<file path="config.mk">
export PLATFORM = sky130hd
export DESIGN_NAME = jtpang_objdma_flat
export DESIGN_NICKNAME = d
export VERILOG_FILES = /design/src/rtl/jtpang_objdma_if.sv /design/src/rtl/jtpang_objdma.sv /design/src/flat_wrapper.sv
export SDC_FILE = /design/constraint.sdc
export NUM_CORES = 1
export LEC_CHECK = 0
export ABC_AREA = 1
export BUFFER_PORTS_ARGS = -buffer_cell sky130_fd_sc_hd__buf_2
export CAP_MARGIN = 10
export CORE_ASPECT_RATIO = 0.75
export CORE_MARGIN = 2
export CORE_UTILIZATION = 55
export CTS_BUF_LIST = sky130_fd_sc_hd__clkbuf_16
export DETAILED_ROUTE_END_ITERATION = 8
export HOLD_SLACK_MARGIN = 0.05
export PLACE_DENSITY = 0.78
export RECOVER_POWER = 50
export SKIP_LAST_GASP = 1
export SLEW_MARGIN = 20
export SYNTH_ARGS = -nofsm -noshare
export SYNTH_HDL_FRONTEND = slang
export SYNTH_SLANG_ARGS = --single-unit
export TNS_END_PERCENT = 30
</file>
<file path="constraint.sdc">
create_clock -name clk -period 1.7 [get_ports clk]
set_clock_uncertainty 0.1 [all_clocks]
set_input_delay 0.17 -clock clk [delete_from_list [all_inputs] [get_ports clk]]
set_output_delay 0.17 -clock clk [all_outputs]
set_load 0.02 [all_outputs]
</file>
<file path="src/rtl/jtpang_objdma_if.sv">
// CPU bus-request link plus VRAM source and object line-buffer destination ports of the
// object DMA engine. master = DMA engine side, slave = CPU / memories side.
interface jtpang_objdma_if #(
    parameter int unsigned AW = 12
) ();
    logic          dma_go;
    logic          busrq_n;
    logic          busak_n;
    logic [AW-1:0] vram_addr;
    logic          vram_msb;
    logic [7:0]    vram_dout;
    logic [AW-1:0] obj_addr;
    logic [7:0]    obj_din;
    logic          obj_we;

    modport master (
        input  dma_go, busak_n, vram_dout,
        output busrq_n, vram_addr, vram_msb, obj_addr, obj_din, obj_we
    );

    modport slave (
        output dma_go, busak_n, vram_dout,
        input  busrq_n, vram_addr, vram_msb, obj_addr, obj_din, obj_we
    );
endinterface

</file>
<file path="src/rtl/jtpang_objdma.sv">
// Object DMA: holds the Z80 off the bus and copies LEN bytes from upper-bank VRAM into the
// object line buffer. Define JTPANG_DMA_PEND_EN to queue one go edge seen while busy.
module jtpang_objdma #(
    parameter int unsigned   AW  = 12,
    parameter logic [AW-1:0] SRC = '0,
    parameter int unsigned   LEN = 12'h800
) (
    input  logic               clk,
    input  logic               rst_n,
    input  logic               cen,
    jtpang_objdma_if.master    bus,
    output logic               busy,
    output logic               done
);
    typedef enum logic [2:0] {StIdle, StReq, StCopy, StFlush, StRel} state_t;

    localparam logic [AW:0]   LAST    = (AW+1)'(LEN - 1);
    localparam logic [AW:0]   CNT_ONE = {{AW{1'b0}}, 1'b1};
    localparam logic [AW-1:0] ADR_ONE = {{(AW-1){1'b0}}, 1'b1};

    state_t        state_q;
    logic [AW:0]   cnt_q;
    logic          go_q;
    logic          rd_q;
    logic          busrq_q;
    logic          busy_q;
    logic          done_q;
    logic          msb_q;
    logic          we_q;
    logic [AW-1:0] vaddr_q;
    logic [AW-1:0] oaddr_q;
`ifdef JTPANG_DMA_PEND_EN
    logic          pend_q;
`endif

    logic go_edge;
    assign go_edge = bus.dma_go & ~go_q;

    always_ff @(posedge clk or negedge rst_n) begin
        if (!rst_n) begin
            state_q <= StIdle;
            cnt_q   <= '0;
            go_q    <= 1'b0;
            rd_q    <= 1'b0;
            busrq_q <= 1'b1;
            busy_q  <= 1'b0;
            done_q  <= 1'b0;
            msb_q   <= 1'b0;
            we_q    <= 1'b0;
            vaddr_q <= '0;
            oaddr_q <= '0;
`ifdef JTPANG_DMA_PEND_EN
            pend_q  <= 1'b0;
`endif
        end else if (cen) begin
            go_q   <= bus.dma_go;
            done_q <= 1'b0;
            rd_q   <= 1'b0;
            // Write stage: the byte addressed last cen is on vram_dout now.
            we_q   <= rd_q;
            if (rd_q) oaddr_q <= cnt_q[AW-1:0] - ADR_ONE;
`ifdef JTPANG_DMA_PEND_EN
            if (go_edge && state_q != StIdle) pend_q <= 1'b1;
`endif
            case (state_q)
                StIdle: begin
                    if (go_edge) begin
                        state_q <= StReq;
                        busrq_q <= 1'b0;
                        busy_q  <= 1'b1;
                        cnt_q   <= '0;
                    end
                end
                StReq: begin
                    busrq_q <= 1'b0;
                    busy_q  <= 1'b1;
                    cnt_q   <= '0;
                    if (!bus.busak_n) begin
                        state_q <= StCopy;
                        msb_q   <= 1'b1;
                    end
                end
                StCopy: begin
                    // Losing the ack pauses the read stage only; cnt holds.
                    if (!bus.busak_n) begin
                        vaddr_q <= SRC + cnt_q[AW-1:0];
                        cnt_q   <= cnt_q + CNT_ONE;
                        rd_q    <= 1'b1;
                        if (cnt_q == LAST) state_q <= StFlush;
                    end
                end
                StFlush: begin
                    state_q <= StRel;
                    msb_q   <= 1'b0;
                end
                StRel: begin
                    busrq_q <= 1'b1;
                    busy_q  <= 1'b0;
                    done_q  <= 1'b1;
                    cnt_q   <= '0;
`ifdef JTPANG_DMA_PEND_EN
                    if (pend_q || go_edge) begin
                        state_q <= StReq;
                        pend_q  <= 1'b0;
                    end else begin
                        state_q <= StIdle;
                    end
`else
                    state_q <= StIdle;
`endif
                end
                default: state_q <= StIdle;
            endcase
        end
    end

    assign bus.busrq_n   = busrq_q;
    assign bus.vram_addr = vaddr_q;
    assign bus.vram_msb  = msb_q;
    assign bus.obj_addr  = oaddr_q;
    assign bus.obj_din   = bus.vram_dout;
    assign bus.obj_we    = we_q;
    assign busy          = busy_q;
    assign done          = done_q;
endmodule
</file>
<file path="src/flat_wrapper.sv">
// flat-port wrapper written by rule: the top's interface ports become plain ports
module jtpang_objdma_flat 
#(
    parameter int unsigned   AW  = 12,
    parameter logic [AW-1:0] SRC = '0,
    parameter int unsigned   LEN = 12'h800
)
  (clk, rst_n, cen, busy, done, bus_dma_go, bus_busak_n, bus_vram_dout, bus_busrq_n, bus_vram_addr, bus_vram_msb, bus_obj_addr, bus_obj_din, bus_obj_we);
  jtpang_objdma_if #(.AW(AW)) bus_i ();
  input  logic clk;
  input  logic rst_n;
  input  logic cen;
  output logic busy;
  output logic done;
  input wire logic [$bits(bus_i.dma_go)-1:0] bus_dma_go;
  input wire logic [$bits(bus_i.busak_n)-1:0] bus_busak_n;
  input wire logic [$bits(bus_i.vram_dout)-1:0] bus_vram_dout;
  output wire logic [$bits(bus_i.busrq_n)-1:0] bus_busrq_n;
  output wire logic [$bits(bus_i.vram_addr)-1:0] bus_vram_addr;
  output wire logic [$bits(bus_i.vram_msb)-1:0] bus_vram_msb;
  output wire logic [$bits(bus_i.obj_addr)-1:0] bus_obj_addr;
  output wire logic [$bits(bus_i.obj_din)-1:0] bus_obj_din;
  output wire logic [$bits(bus_i.obj_we)-1:0] bus_obj_we;
  assign bus_i.dma_go = bus_dma_go;
  assign bus_i.busak_n = bus_busak_n;
  assign bus_i.vram_dout = bus_vram_dout;
  assign bus_busrq_n = bus_i.busrq_n;
  assign bus_vram_addr = bus_i.vram_addr;
  assign bus_vram_msb = bus_i.vram_msb;
  assign bus_obj_addr = bus_i.obj_addr;
  assign bus_obj_din = bus_i.obj_din;
  assign bus_obj_we = bus_i.obj_we;
  jtpang_objdma #(.AW(AW), .SRC(SRC), .LEN(LEN)) u_core (.clk(clk), .rst_n(rst_n), .cen(cen), .bus(bus_i), .busy(busy), .done(done));
endmodule
</file>
==> qor.yml, run 1 <==
status: "complete, no violations"
p_sw_frac: 0.419
max_slew_margin: 0.368
clock-sinks: 47
yosysWarningCount: 0
synth_area_per_cell_um2: 7.91
yosys-top-cells-area: "dfrtp_1 46%, nand2_1 14%, nor2_1 5.4%"
hp-class: "in2reg"
core_um2: 4410
rows: 21
worstPathArrival_ps: 1680
whs_ps: 114
hold_violations: 0
antenna_cells: 0
total_power_mw: 4.45
design.die.area_um2: 5080
final_nets: 362
critPathKind: "reg2reg"
clk_pin_slew_ps: 60
synth.distinct_cells: 33
grt_pass1_wl_um: 9520
post_cts.repair.setup_buffers: 0
vias_per_cell: 5.41
powerDensity_nw_per_um2: 1570
finalCritPeriodShare: 0.941
p_int_mw: 2.58
finalMaxSlewViolations: 0
crit_fanout: 7
synth-seq-cells: 47
synth_largest_area_cell: "dfrtp_1"
cts_tree: "built"
grt_pass1_vias: 1978
combPwrFrac: 0.405
grt_start_max_net_pins: 32
avgRoutedWirePerCell_um: 13.7
critPathBufInv: 2
maxCapViolCount: 0
drive_above_1_share: 0.201
pre_cts_slack_ps: 74.2
firstDrtPassIters: 5
syn_area_um2: 2480
start_util: 0.563
htreeDepth: 2
power.leakage_nw: 1.45
clk_path_buf_depth: 2
drc: 0
layout_setup_ws_ps: 100
antenna_left: 0
root_buffer: "clkbuf_16"
grt_antenna_before_repair: 0
seq_area_frac_synth: 0.474
die_x_um: 81.6
critPathLaunchType: "flip-flop"
synth_top_area_frac: 0.463
dieHeight_um: 62.2
gp_congestion: 0.964
fmax_ghz: 0.625
io_pins: 50
worst_pin_slew_ps: 948
syn2layout_area_growth_pct: 13.7
dp_hpwl_um: 4170
clkPwrFrac: 0.215
final_util: 0.640
clk_latency_ps: 290
wl_um: 5530
crit_required_ps: 1780
syn_inst: 314
seqPwrFrac: 0.380
io_buffers: 33
end_kind: "flip-flop"
synth_fp_nets: 329
cp_cell_sequence: "inv_1 > ha_2 > inv_1 > nor2_1 > nand3_1 > nand3_1 > nand2_1"
dr.first_iter.drc_count: 169
vdd_drop_max_mv: 0.943
worst_path_max_delay_cell: "dfrtp_1"
vias: 2193
min_period_ps: 1600
critPathMaxStageDelay_ps: 440
numCtsBuffers: 5
crit_family: "flip-flops"
p_sw_mw: 1.87
grtUsageTotal: 0.243
rsz0062_at_grt: "true"
overflow: 0
setup_viol: 0
## stage by stage
step,setup TNS (ps),cells,cell area [um^2]
after floorplan,0,314,2480
after global placement,0,395,2670
after detailed placement,0,395,2670
after CTS,0,405,2830
after global routing,-62.8,405,2830
final,0,405,2830
## state kept, by name (all words and copies together), names as in the netlist
name,cells
u_core.bus.obj_we,1
u_core.busy,1
u_core.done,1
u_core.go_q,1
u_core.bus.vram_msb,1
u_core.state_q,3
u_core.bus.busrq_n,1
u_core.cnt_q,13
u_core.rd_q,1
u_core.bus.obj_addr,12
u_core.bus.vram_addr,12
## logic make-up (layout without fill, tap and decap cells)
kind of cell / count (synthesis) / count (layout) / share of synthesized area
AOI/OAI and AO/OA: 36 / 36 / 0.0791
xor gates and xnor gates: 3 / 3 / 0.0106
adders and majority gates: 2 / 2 / 0.0101
buffers and inverters: 46 / 80 / 0.0921
DFF: 47 / 47 / 0.474
and+or+nand+nor: 180 / 180 / 0.334
## cells in the mapped netlist (all sizes together)
master and number:
nor2 47, clkbuf 2, a21oi 5, dfstp 1
nand4 9, xor2 2, nand3b 2, nand2 94
xnor2 1, clkinv 1, nor3 4, buf 13
o21ai 26, o21a 1, ha 2, dfrtp 46
o21bai 1, nand3 24, inv 30, a31oi 3
## cell type report
| class | instances | area (um^2) |
|---|---|---|
| flip-flops and latches | 47 | 1180 |
| fillers | 376 | 1590 |
| clock buffers | 5 | 125 |
| clock inverters | 3 | 17.5 |
| inverters | 31 | 121 |
| repair buffers | 41 | 228 |
| well taps | 57 | 71.3 |
| multi-input cells | 221 | 1090 |
## routing by layer
layer,vias to the layer above,GRT usage,wire length (um),share of wire
li1,1068,-,-,-
met1,1024,0.373,2700,0.49
met2,92,0.340,2350,0.42
met3,9,0.0538,409,0.074
met4,0,0.0792,74,0.013
met5,-,0,0,0
## worst register-to-register path, cell delays in order, from the launching register on
cell	delay [ps]
dfrtp_1	440
inv_1	200
ha_2	270
inv_1	70
nor2_1	180
nand3_1	100
nand3_1	100
nand2_1	50
## cell usage in the layout (no fill, tap or decap), drive strengths merged
master	netlist	layout
nand2	94	94
nor2	47	47
dfrtp	46	46
buf	13	34
inv	30	31
o21ai	26	26
nand3	24	24
clkbuf	2	10
nand4	9	9
a21oi	5	5
nor3	4	4
a31oi	3	3
clkinv	1	3
nand3b	2	2
xor2	2	2
dlygate4sd3	0	2
ha	2	2
o21bai	1	1
xnor2	1	1
o21a	1	1
dfstp	1	1
## power groups by stage
stage,sequential [mW],combinational (mW),clock [mW]
3_3_place_gp,1.69,1.77,0
2_1_floorplan,2.03,0.953,0
6_report,1.69,1.80,0.955
5_1_grt,1.73,2.03,1.04
3_5_place_dp,1.70,1.80,0
4_1_cts,1.68,1.82,0.963
## path summary, 6_finish.rpt
| check | from | to | slack, ps | cells after the start |
|---|---|---|---|---|
| setup / recovery | u_core.cnt_q[0]$_DFFE_PN0P_ | u_core.bus.obj_addr[8]$_DFFE_PN0P_ | 100 | 7 |
| hold / removal | bus_busak_n | u_core.bus.vram_msb$_DFFE_PN0P_ | 110 | 3 |
| setup reg to reg | u_core.cnt_q[0]$_DFFE_PN0P_ | u_core.bus.obj_addr[8]$_DFFE_PN0P_ | 100 | 7 |
| hold reg to reg | u_core.bus.busrq_n$_DFFE_PN1P_ | u_core.bus.busrq_n$_DFFE_PN1P_ | 360 | 2 |
| max in group asynchronous | rst_n | u_core.cnt_q[6]$_DFFE_PN0P_ | 260 | 3 |
| min in group asynchronous | rst_n | u_core.bus.vram_addr[1]$_DFFE_PN0P_ | 440 | 2 |
## what timing repair did
| item | CTS | global route |
|---|---|---|
| hold buffers | 2 | 0 |
| gates resized for setup | 0 | 2 |
| endpoints found under the hold margin | 17 | 0 |
| endpoints found under the setup margin | 0 | 5 |
No activity file was read; power rests on OpenSTA's default activity.
==> inputs of run 2 (changes only) <==
--- a/config.mk
+++ b/config.mk
@@ -5,16 +5,15 @@
 export SDC_FILE = /design/constraint.sdc
 export NUM_CORES = 1
 export LEC_CHECK = 0
-export ABC_AREA = 1
 export BUFFER_PORTS_ARGS = -buffer_cell sky130_fd_sc_hd__buf_2
 export CAP_MARGIN = 10
 export CORE_ASPECT_RATIO = 0.75
 export CORE_MARGIN = 2
-export CORE_UTILIZATION = 55
+export CORE_UTILIZATION = 53
 export CTS_BUF_LIST = sky130_fd_sc_hd__clkbuf_16
 export DETAILED_ROUTE_END_ITERATION = 8
 export HOLD_SLACK_MARGIN = 0.05
-export PLACE_DENSITY = 0.78
+export PLACE_DENSITY = 0.76
 export RECOVER_POWER = 50
 export SKIP_LAST_GASP = 1
 export SLEW_MARGIN = 20
==> run 2 against run 1 <==
Compared with the run above: the run now ends with negative setup slack left; flip-flop and latch count unchanged; cell count down 18%; via count down 17%; first-iteration DRC count down 67%; critical endpoint is now u_core.cnt_q[10]$_DFFE_PN0P_; highest routed layer unchanged.
==> qor.yml, run 2 <==
hold_end: "u_core.state_q[2]$_DFFE_PN0P_"
final_nets: 290  # -20%
end_kind: "flip-flop"
r2r_setup_slack_ps: -230  # -330 ps
antenna_cells: 0  # unchanged
grt_antenna_before_repair: 0  # unchanged
dieHeight_um: 60.4  # -3.0%
critPathKind: "reg2reg"
drive_above_1_share: 0.380  # +0.179
seqPwrFrac: 0.404  # +0.024
worst_pin_slew_ps: 604  # -344 ps
syn_inst: 221  # -30%
p_int_mw: 2.54  # -1.8%
wl_um: 5060  # -8.5%
crit_family: "simple AND/OR/NAND/NOR gates"
synth_top_area_frac: 0.513  # +0.0496
max_slew_margin: 0.597  # +0.229
synth-seq-cells: 47  # unchanged
finalCritPeriodShare: 1.13  # +0.193
hp-class: "in2reg"
synthTopCellsByCount: "46 x dfrtp_1, 22 x nand2_1, 17 x o21ai_0"
status: "finished with violations"
grt_start_max_net_pins: 26  # -19%
p_sw_mw: 1.41  # -25%
finalMaxSlewViolations: 0  # unchanged
design.die.area_um2: 4780  # -5.9%
htreeDepth: 2  # unchanged
power.leakage_nw: 1.39  # -3.9%
overflow: 0  # unchanged
hold_depth: 3  # unchanged
dp_hpwl_um: 3440  # -17%
vias_per_cell: 5.49  # +1.4%
numCtsBuffers: 5  # unchanged
synth_fp_nets: 236  # -28%
p_sw_frac: 0.357  # -0.0625
drc: 0  # unchanged
critPathMaxStageDelay_ps: 480  # +40 ps
antenna_left: 0  # unchanged
clk_path_buf_depth: 2  # unchanged
clk_pin_slew_ps: 60  # about the same
hold_violations: 0  # unchanged
dominantRegCellSynth: "dfrtp_1"
r2r-start: "u_core.state_q[0]$_DFFE_PN0P_"
largest-register: "u_core.cnt_q"
start_util: 0.554  # -0.00922
layout_common_cells: "46 x dfrtp_1, 32 x buf_2, 30 x buf_4, 21 x nand2_1, 16 x o21ai_0"
worst_path_max_delay_cell: "or4_4"
whs_ps: 189  # +75.1 ps
layout_setup_ws_ps: -229  # -329 ps
final_common_cell: "dfrtp_1"
final_area_um2: 2910  # +2.9%
setup_viol: 16  # +16
vias: 1817  # -17%
min_period_ps: 1930  # +329 ps
rsz0062_at_grt: "true"
synth_area_per_cell_um2: 10.2  # +28%
worstPathArrival_ps: 2040  # +360 ps
yosys-top-cells-area: "dfrtp_1 51%, mux2_2 5.5%, xnor2_1 3.9%"
grt_pass1_wl_um: 8560  # -10%
io_pins: 50  # unchanged
crit_required_ps: 1810  # +30 ps
final_util: 0.717  # +0.0770
violations: "negative setup slack"
worstHoldStart: "cen"
vdd_drop_max_mv: 0.996  # +5.6%
core_um2: 4050  # -8.2%
placed_cell_area_um2: 2650  # -0.66%
yosysWarningCount: 0  # unchanged
avgRoutedWirePerCell_um: 15.3  # +12%
yosysMostFrequentCell: "dfrtp_1"
maxCapViolCount: 0  # unchanged
synth.distinct_cells: 42  # +27%
grtUsageTotal: 0.235  # -0.00803
gp_congestion: 0.762  # -21%
cts_tree: "built"
powerDensity_nw_per_um2: 1360  # -14%
syn_area_um2: 2240  # -9.7%
grt_pass1_vias: 1844  # -6.8%
clk_latency_ps: 280  # about the same
io_buffers: 33  # unchanged
async_reset_ff_frac: 1.00  # unchanged
cp_cell_sequence: "or3b_4 > or4_4 > or3_1 > a21oi_1"
rr_endpoint: "u_core.cnt_q[10]$_DFFE_PN0P_"
syn2layout_area_growth_pct: 29.5
crit_fanout: 7  # unchanged
firstDrtPassIters: 6  # +1
die_x_um: 79.1  # -3.0%
fillCellCount: 321  # -15%
largest_register_ff_count: 13  # unchanged
dr.first_iter.drc_count: 55  # -67%
rows: 20  # -4.8%
synth_edf_count: 0  # unchanged
critPathLaunchType: "flip-flop"
ff2ff_path_depth: 4  # -3
fmax_ghz: 0.518  # -17%
synth_largest_area_cell: "dfrtp_1"
seq_area_frac_synth: 0.525  # +0.0507
clock-sinks: 47  # unchanged
critPathBufInv: 0  # -2
root_buffer: "clkbuf_16"
clkPwrFrac: 0.240  # +0.025
combPwrFrac: 0.355  # -0.050
run 2: cell count changes after synthesis, sizes merged, moves of 11 or more:
cell / before / now
inv: 30 / 9
nand3: 24 / 9
mux2: 0 / 11
nor2: 47 / 10
nand2: 94 / 22
run 2: worst max path at each step:
stage	start	endpoint	slack, ps	cells past startpoint
CTS	u_core.state_q[0]$_DFFE_PN0P_	u_core.cnt_q[10]$_DFFE_PN0P_	-210	4
global route	u_core.cnt_q[0]$_DFFE_PN0P_	u_core.cnt_q[10]$_DFFE_PN0P_	-270	5
floorplan	u_core.state_q[0]$_DFFE_PN0P_	u_core.cnt_q[10]$_DFFE_PN0P_	-320	6
detailed placement	u_core.cnt_q[0]$_DFFE_PN0P_	u_core.bus.obj_addr[8]$_DFFE_PN0P_	-250	6
finish	u_core.state_q[0]$_DFFE_PN0P_	u_core.cnt_q[10]$_DFFE_PN0P_	-230	4
global placement	u_core.cnt_q[0]$_DFFE_PN0P_	u_core.bus.obj_addr[8]$_DFFE_PN0P_	-160	6
run 2: what timing repair did:
item	4_1_cts	5_1_grt
hold buffers	2	0
endpoints found under the setup margin	17	34
pin swaps	2	3
buffers inserted	1	0
gates resized for setup	10	11
endpoints found under the hold margin	47	0
run 2: power by group through the flow:
stage | clock network, mW | logic, mW | registers [mW]
after floorplan | 0 | 0.564 | 1.83
after CTS | 0.970 | 1.36 | 1.60
after global routing | 1.01 | 1.53 | 1.64
final | 0.949 | 1.40 | 1.60
after detailed placement | 0 | 1.29 | 1.61
after global placement | 0 | 1.26 | 1.60
run 2: layer usage:
layer / share of wire / global-route usage
met1: 0.43 / 0.306
met2: 0.49 / 0.400
met3: 0.059 / 0.0536
met4: 0.011 / 0.0837
met5: 0 / 0
run 2: worst min-delay path: cells and delay by family:
kind                   cells  cell delay, ps
AOI/OAI and AO/OA          1              80
buffers and inverters      2             270
run 2: kinds of logic (layout without fill, tap and decap cells):
logic type	count (synthesis)	count (layout)	synth area share
buf+inv	31	86	0.0663
simple gates	73	73	0.169
flops	47	47	0.525
fa+ha+maj	2	2	0.0111
compound gates	44	44	0.123
mux	12	12	0.0596
xor+xnor	12	12	0.0468
run 2: stage by stage:
stage               worst slack [ps]  instances  TNS (ps)  total power, mW
floorplan                       -318        221     -2640             2.40
global placement                -158        320      -990             2.86
detailed placement              -248        320     -1760             2.90
CTS                             -210        331     -1760             3.93
global route                    -275        331     -3660             4.17
finish                          -229        331     -1880             3.95
run 2: final cells by class:
type / instances / area (um^2) / area share
Multi-Input combinational cell: 143 / 1030 / 0.355
Inverter: 9 / 33.8 / 0.0116
Timing Repair Buffer: 69 / 450 / 0.155
Sequential cell: 47 / 1180 / 0.405
Tap cell: 55 / 68.8 / 0.0237
Clock buffer: 5 / 125 / 0.0430
Clock inverter: 3 / 20.0 / 0.00688
